`src/rtl/sprite_mover.sv`:
```
// Bouncing sprite generator.
// Once per frame (on the vsync falling edge) the sprite moves STEP pixels
// diagonally and reflects off the active-area borders. For every pixel
// position presented on hcount/vcount the block reports, one cycle later,
// whether that pixel is covered by the sprite and which colour to blend.
module sprite_mover #(
    parameter int unsigned HRES   = 1024,        // active pixels per line
    parameter int unsigned VRES   = 768,         // active lines per frame
    parameter int unsigned WIDTH  = 64,          // sprite width in pixels
    parameter int unsigned HEIGHT = 64,          // sprite height in lines
    parameter int unsigned STEP   = 4,           // pixels moved per frame per axis
    parameter logic [23:0] COLOR  = 24'hFF_00_00 // sprite RGB
) (
    input  logic        clock,        // pixel clock
    input  logic        reset_n,      // asynchronous active-low reset
    input  logic [10:0] hcount,       // current pixel column
    input  logic [9:0]  vcount,       // current pixel line
    input  logic        vsync,        // active-low vertical sync
    input  logic        enable,       // motion enable, sampled on frame ticks only
    output logic [23:0] object_color, // COLOR inside the sprite, 0 outside
    output logic        object_hit,   // current pixel lies inside the sprite
    output logic [10:0] x_pos,        // sprite left edge
    output logic [9:0]  y_pos,        // sprite top edge
    output logic        bounce        // one-cycle pulse per direction reversal
);

    // Direction encoding: bit 1 set = moving left, bit 0 set = moving up.
    typedef enum logic [1:0] {
        RIGHT_DOWN = 2'b00,
        RIGHT_UP   = 2'b01,
        LEFT_DOWN  = 2'b10,
        LEFT_UP    = 2'b11
    } state_e;

    // Geometry constants sized to the widened intermediates (one bit wider
    // than the position) so x_pos+STEP and x_pos+WIDTH can never wrap.
    localparam logic [11:0] X_MAX  = 12'(HRES - WIDTH);
    localparam logic [11:0] X_STEP = 12'(STEP);
    localparam logic [11:0] X_SIZE = 12'(WIDTH);
    localparam logic [11:0] X_RES  = 12'(HRES);
    localparam logic [10:0] Y_MAX  = 11'(VRES - HEIGHT);
    localparam logic [10:0] Y_STEP = 11'(STEP);
    localparam logic [10:0] Y_SIZE = 11'(HEIGHT);
    localparam logic [10:0] Y_RES  = 11'(VRES);

    // Position-sized copies used when stepping back towards zero.
    localparam logic [10:0] X_STEP_P = 11'(STEP);
    localparam logic [9:0]  Y_STEP_P = 10'(STEP);
    localparam logic [10:0] X_MAX_P  = 11'(HRES - WIDTH);
    localparam logic [9:0]  Y_MAX_P  = 10'(VRES - HEIGHT);

    state_e      state_q, state_d;
    logic        vsync_q;
    logic [10:0] x_pos_q, x_pos_d;
    logic [9:0]  y_pos_q, y_pos_d;
    logic        bounce_q, bounce_d;
    logic        hit_q, hit_d;
    logic [23:0] color_q, color_d;

    logic        frame_tick;
    logic        move;
    logic        dir_left;
    logic        dir_up;
    logic        flip_x;
    logic        flip_y;
    logic [11:0] x_ext;
    logic [11:0] x_sum;
    logic [10:0] y_ext;
    logic [10:0] y_sum;
    logic [11:0] h_ext;
    logic [10:0] v_ext;
    logic        in_x;
    logic        in_y;

    // Delayed vsync for falling-edge detection; resets high so releasing
    // reset while vsync is idle-high cannot fake a frame tick.
    always_ff @(posedge clock or negedge reset_n) begin
        if (!reset_n) begin
            vsync_q <= 1'b1;
        end else begin
            // NOTE: registers take non-blocking assignments so every flop samples pre-edge values.
            vsync_q <= vsync;
        end
    end

    assign frame_tick = vsync_q & ~vsync;
    assign move       = frame_tick & enable;

    // Decode the current travel direction from the FSM state.
    always_comb begin
        dir_left = (state_q == LEFT_DOWN) || (state_q == LEFT_UP);
        dir_up   = (state_q == RIGHT_UP)  || (state_q == LEFT_UP);
    end

    // Horizontal step with clamp-and-reflect at either border.
    always_comb begin
        // NOTE: defaults first so no path through the block infers a latch.
        x_pos_d = x_pos_q;
        flip_x  = 1'b0;
        x_ext   = {1'b0, x_pos_q};
        x_sum   = x_ext + X_STEP;
        if (move) begin
            if (!dir_left) begin
                if (x_sum >= X_MAX) begin
                    x_pos_d = X_MAX_P;
                    flip_x  = 1'b1;
                end else begin
                    x_pos_d = x_pos_q + X_STEP_P;
                end
            end else begin
                if (x_ext <= X_STEP) begin
                    x_pos_d = '0;
                    flip_x  = 1'b1;
                end else begin
                    x_pos_d = x_pos_q - X_STEP_P;
                end
            end
        end
    end

    // Vertical step, mirroring the horizontal rules on the UP/DOWN axis.
    always_comb begin
        y_pos_d = y_pos_q;
        flip_y  = 1'b0;
        y_ext   = {1'b0, y_pos_q};
        y_sum   = y_ext + Y_STEP;
        if (move) begin
            if (!dir_up) begin
                if (y_sum >= Y_MAX) begin
                    y_pos_d = Y_MAX_P;
                    flip_y  = 1'b1;
                end else begin
                    y_pos_d = y_pos_q + Y_STEP_P;
                end
            end else begin
                if (y_ext <= Y_STEP) begin
                    y_pos_d = '0;
                    flip_y  = 1'b1;
                end else begin
                    y_pos_d = y_pos_q - Y_STEP_P;
                end
            end
        end
    end

    // FSM next state: reflect whichever axes hit a border; pulse bounce once.
    always_comb begin
        state_d  = state_q;
        bounce_d = 1'b0;
        if (move) begin
            state_d  = state_e'({dir_left ^ flip_x, dir_up ^ flip_y});
            bounce_d = flip_x | flip_y;
        end
    end

    // FSM state, position and bounce registers; these only change on ticks,
    // which fall inside vsync, so the sprite never tears mid-frame.
    always_ff @(posedge clock or negedge reset_n) begin
        if (!reset_n) begin
            state_q  <= RIGHT_DOWN;
            x_pos_q  <= '0;
            y_pos_q  <= '0;
            bounce_q <= 1'b0;
        end else begin
            state_q  <= state_d;
            x_pos_q  <= x_pos_d;
            y_pos_q  <= y_pos_d;
            bounce_q <= bounce_d;
        end
    end

    // Pixel coverage test against the position current this cycle; pixels
    // outside the active area never hit.
    always_comb begin
        h_ext   = {1'b0, hcount};
        v_ext   = {1'b0, vcount};
        in_x    = (h_ext >= {1'b0, x_pos_q}) && (h_ext < ({1'b0, x_pos_q} + X_SIZE))
                  && (h_ext < X_RES);
        in_y    = (v_ext >= {1'b0, y_pos_q}) && (v_ext < ({1'b0, y_pos_q} + Y_SIZE))
                  && (v_ext < Y_RES);
        hit_d   = in_x & in_y;
        color_d = hit_d ? COLOR : 24'h0;
    end

    // Hit flag and colour registered together so they stay cycle-aligned.
    always_ff @(posedge clock or negedge reset_n) begin
        if (!reset_n) begin
            hit_q   <= 1'b0;
            color_q <= '0;
        end else begin
            hit_q   <= hit_d;
            color_q <= color_d;
        end
    end

    assign x_pos        = x_pos_q;
    assign y_pos        = y_pos_q;
    assign bounce       = bounce_q;
    assign object_hit   = hit_q;
    assign object_color = color_q;

endmodule

```
`config.mk`:
```
export PLATFORM = sky130hd
export DESIGN_NAME = sprite_mover
export DESIGN_NICKNAME = d
export VERILOG_FILES = /design/src/rtl/sprite_mover.sv
export SDC_FILE = /design/constraint.sdc
export NUM_CORES = 1
export LEC_CHECK = 0
export CAP_MARGIN = 30
export CORE_MARGIN = 2
export CORE_UTILIZATION = 40
export DETAILED_ROUTE_END_ITERATION = 8
export GPL_TIMING_DRIVEN = 0
export PLACE_DENSITY_LB_ADDON = 0.12
export SLEW_MARGIN = 40
export SYNTH_ARGS = -nofsm -noshare
export SYNTH_HDL_FRONTEND = slang
export SYNTH_SLANG_ARGS = --single-unit
export TNS_END_PERCENT = 5
```
`constraint.sdc`:
```
create_clock -name clock -period 3.69 [get_ports clock]
set_clock_uncertainty 0.15 [all_clocks]
set_input_delay 0.738 -clock clock [delete_from_list [all_inputs] [get_ports clock]]
set_output_delay 0.738 -clock clock [all_outputs]
set_load 0.02 [all_outputs]
```
=== Word-level counts from Yosys, hierarchy flattened ===
Cells that the tools add are included.

* Output and inout port bits: 47
* Logic and storage cells: 57
* Register bits after elaboration: 50
* Bits of input ports: 25

* Reductions and logical operators: 6
* $lt $le $gt $ge: 10
* Mux-type cells: 16
* Bitwise logic cells: 7
* Equality and inequality tests: 3
* Add/subtract/negate cells: 8

{| class="wikitable"
|+ Operator list
! cell !! number
|-
| $mux 11 || 3
|-
| $mux 10 || 3
|-
| $mux 24 || 1
|-
| $add 11x3->12 const B || 1
|-
| $add 11x7->12 const B || 1
|-
| $ge 12x10->1 const B || 1
|-
| $lt 11x12->1 || 1
|-
| $add 10x3->11 const B || 1
|-
| $add 10x7->11 const B || 1
|-
| $add 11x3->11 const B || 1
|-
| $ge 11x10->1 const B || 1
|-
| $ge 11x11->1 || 1
|-
| $le 11x3->1 const B || 1
|-
| $lt 10x11->1 || 1
|-
| $lt 11x11->1 const B || 1
|-
| $sub 11x3->11 const B || 1
|-
| $add 10x3->10 const B || 1
|-
| $ge 10x10->1 || 1
|-
| $le 10x3->1 const B || 1
|-
| $lt 10x10->1 const B || 1
|-
| $sub 10x3->10 const B || 1
|-
| $mux 1 || 9
|-
| $eq 2x2->1 const B || 2
|-
| $logic_and 1x1->1 || 4
|-
| other kinds (6) || 10
|}

=== Longest topological paths before layout ===
* Depth in word-level cells: 7
* Depth in mapped cells: 11
* Gate-level depth less buffers: 10

=== Worst setup path after synthesis ===
No wires, ideal clock.

* Path kind: register to register
* Start: reg y_pos_q[6] (netlist: y_pos[6])
* End: reg y_pos_q[9] (netlist: y_pos[9])
* Arrival: 2605 ps
* Cell stages (with the launch flop): 10
* Setup time: 83 ps
* Period minus slack after synthesis: 2837 ps
* Data required time: 3457 ps
* Slack: 853 ps
* Path buffers: 1
* Cells stage by stage: dfrtp_1 buf_2 inv_1 ha_1 and4bb_1 o311ai_2 nand2_2 or4_4 o32a_1 o22ai_1

* Word-level cells in the longest chain between the ends: 4
* Elaborated cells between the ends (all ways): 8
* Those cells by class: add/sub: 3; order compare: 2; mux: 3

{| class="wikitable"
|+ RTL lines
! what !! RTL line !! text
|-
| start, declared || 55 || <nowiki>logic [9:0] y_pos_q, y_pos_d;</nowiki>
|-
| start signal, assigned || 167 || <nowiki>y_pos_q <= y_pos_d;</nowiki>
|-
| $add 10x3->11 || 126 || <nowiki>y_sum = y_ext + Y_STEP;</nowiki>
|-
| $ge 11x10->1 || 129 || <nowiki>if (y_sum >= Y_MAX) begin</nowiki>
|-
| $mux 10 || 129 ||
|-
| $mux 10 * || 128 || <nowiki>if (!dir_up) begin</nowiki>
|}

Mark *: on every way between the ends. The rest lies on a longest branch, timed or not.
A chain may end at the register's enable or synchronous reset.

=== Final worst setup path ===
Same ends and word-level chain as after synthesis.

==> flow_summary_export.csv <==
group,metric,value,unit
global_route,grt_pass1_vias,2344,
sta,setup_violations,0,
synthesis,synth_cells,329,
sta,period_minus_slack,3.041,ns
sta,final.setup.worst_slack,0.6486,ns
cts,cts_tree,"yes",
worst_setup_path,cp_slowest_stage_delay,0.51,ns
sta,final.setup.tns,0,ns
sta,finalCritPeriodShare,0.8242,
synthesis,ys_ff_latch,22,
floorplanning,initial_utilization,0.4130,
drt,via_per_inst,5.401,
drt,wl,6863,um
cts,cts-htree-levels,1,
sta,rsz0062_at_grt,"no",
floorplanning,die_h,84.97,um
cts,cts_max_path_buffers,2,
placed_design,gp_congestion,0.8907,
synthesis,synth_area_leader_cell,"dfrtp_1",
synthesis,synth_area_leaders,"dfrtp_1, ha_1, buf_4",
worst_setup_path,required,3.74,ns
synthesis,avgSynthCellArea,7.971,um2
floorplanning,coreArea,6350,um2
final_layout,drive_gt1_frac,0.1328,
floorplanning,fp.dieArea,7220,um2
cts,insertion_delay,0.27,ns
synthesis,mappedNetlistArea,2623,um2
synthesis,yosys.area.top_type_share,0.2004,
synthesis,synth_edf_count,0,
flow_run,max-cap-violations,0,
synthesis,synth-main-ff-cell,"dfrtp_1",
global_route,grt_pass1_wl,11290,um
worst_setup_path,worst_setup_path_end_kind,"flop",
placed_design,io_buffer_count,47,
worst_setup_path,slowest_stage,"or4_4",
global_route,grt_use_total,0.1896,
cts,cts_hold_buf,0,
global_route,grt-ovfl-total,0,
drt,drc,0,
cts,cts-resized-gates,0,
sta,worst_slew_pin_slew,0.7909,ns
sta,slew_viol_final,0,
placed_design,dp_slack,0.6776,ns
final_layout,area_delta_synth_final,27.05,%
drt,via_count,2571,
cts,clockRootBuffer,"clkbuf_8",
worst_setup_path,critPathKind,"flop to flop",
run_status,outcome,"finished clean",
synthesis,ys_async_sr_fraction,1.000,
synthesis,yosysWarnings,0,
floorplanning,row_count,29,
placed_design,dp_hpwl,5263,um
cts,cts_setup_buffers,0,
floorplanning,ios,72,
cts,cts_buffers,3,
worst_setup_path,path_cells,"buf_2, inv_1, ha_1, and4bb_1, o311ai_2, nand2_2, or4_4, o32a_1, o22ai_1",
synthesis,seq_area_frac_synth,0.2104,
final_layout,layout.nets,463,
power,power_per_cell_area,582.4,nW/um2
global_route,grt_max_degree,23,
worst_setup_path,worstSetupStartpointType,"flop",
final_layout,diodes,0,
drt,drtPass1Iterations,4,
synthesis,ys_types,60,
worst_setup_path,cp.arrival,3.09,ns
global_route,antenna_found_initial,0,
power,power.leakage,1.463,nW
drt,drt_first_iter_violations,128,
power,max-vdd-ir-drop,395.5,uV
drt,antenna_left,0,
synthesis,synth.most_common_cell,"ha_1",
synthesis,yosys-top-cells-count,"ha_1, o21ai_0, buf_4, inv_1, nand2_1",
sta,fmax,328.8,MHz
sta,hold_violations,0,
cts,cts.sinks,22,
sta,slew_headroom,0.4708,
floorplanning,die_w,84.97,um
cts,clk_pin_slew_worst_paths,0.10,ns
hold_path,hold_path_class,"primary input to async pin",
drt,avgRoutedWirePerCell,14.42,um
worst_setup_path,cp_max_fo,10,
[kinds of logic (layout without fill, tap and decap cells)]
kind of cell               count (synthesis)  count (layout)  share of synthesized area
and+or+nand+nor                          100             100                     0.1994
AOI/OAI and AO/OA                         89              89                     0.2233
buffers and inverters                     65             116                     0.1350
adders and majority gates                 38              38                     0.1813
DFF                                       22              22                     0.2104
xor gates and xnor gates                  11              11                    0.03674
muxes                                      3               3                    0.01240
other                                      1              20                   0.001430
[stage by stage]
step | instances | hold WS, ns | power, W | utilization | cell area (um2)
final | 476 | 0.2929 | 0.001940 | 0.5247 | 3332
after global routing | 476 | 0.3249 | 0.002130 | 0.5247 | 3332
after CTS | 476 | 0.3146 | 0.001945 | 0.5239 | 3327
after detailed placement | 472 | 0.4424 | 0.001691 | 0.5127 | 3256
after global placement | 472 | 0.4421 | 0.001675 | 0.5135 | 3261
after floorplan | 348 | 0.2924 | 0.001287 | - | 2694
[cell usage in the layout (no fill, tap or decap), types with 3 or more instances in the layout]
cell type,instances
a21oi_1,12
nand3_1,14
clkdlybuf4s50_1,46
buf_4,28
nor4_1,4
or2_2,3
a211oi_1,5
inv_1,23
and3_1,3
nand4_1,8
o21ai_0,34
buf_2,4
nor2b_1,4
nand2_1,22
o22ai_1,5
clkbuf_1,10
xnor2_1,11
nor3_1,13
dfrtp_1,21
conb_1,20
clkbuf_8,3
ha_1,38
a31oi_1,3
nor2_1,17
[path summary, 6_finish.rpt]
| path | start | to | slack, ns | cells after the start |
|---|---|---|---|---|
| setup / recovery | y_pos[6]$_DFFE_PN0P_ | y_pos[9]$_DFFE_PN0P_ | 0.65 | 9 |
| hold / removal | reset_n | y_pos[3]$_DFFE_PN0P_ | 0.29 | 1 |
| setup reg to reg | y_pos[6]$_DFFE_PN0P_ | y_pos[9]$_DFFE_PN0P_ | 0.65 | 9 |
| hold reg to reg | y_pos[3]$_DFFE_PN0P_ | y_pos[3]$_DFFE_PN0P_ | 0.47 | 2 |
| max in group asynchronous | reset_n | x_pos[10]$_DFFE_PN0P_ | 2.72 | 1 |
| min in group clock | y_pos[3]$_DFFE_PN0P_ | y_pos[3]$_DFFE_PN0P_ | 0.47 | 2 |
[critical path: cells and delay by family, from the launching register on]
family / cells / cell delay [ns]
AO/OA/AOI/OAI: 3 / 0.83
adder cells (fa/ha/maj): 1 / 0.22
buffers and inverters: 2 / 0.37
flip-flops: 1 / 0.48
AND/OR/NAND/NOR: 3 / 0.91
[flip-flops by register name (all words and copies together), names as in the netlist]
signal and flops:
y_pos 8, x_pos 9, object_color 1, vsync_q 1, state_q 2, bounce 1
[per-layer routing]
layer  routed length, um  track usage  vias up
met5                   0            0        -
met4                  56      0.04329        0
li1                    -            -     1296
met1                3261       0.2583     1209
met2                3269       0.3239       60
met3                 276      0.01946        6
[report_power, final]
part / switching, W / internal [W]
clock: 0.0000962 / 0.000145
sequential: 0.000125 / 0.000317
combinational: 0.000716 / 0.000541
total: 0.000937 / 0.00100
[cell type report]
cell class	count	area [um2]
buffer	42	267.8
clock buffer	3	41.29
clock inverter	1	30.03
fill	621	3018
inverter	23	86.33
multi-input combinational	261	1793
sequential	22	551.8
tap	77	96.34
timing repair buffer	47	465.4
(Power assumes the default switching activity.)
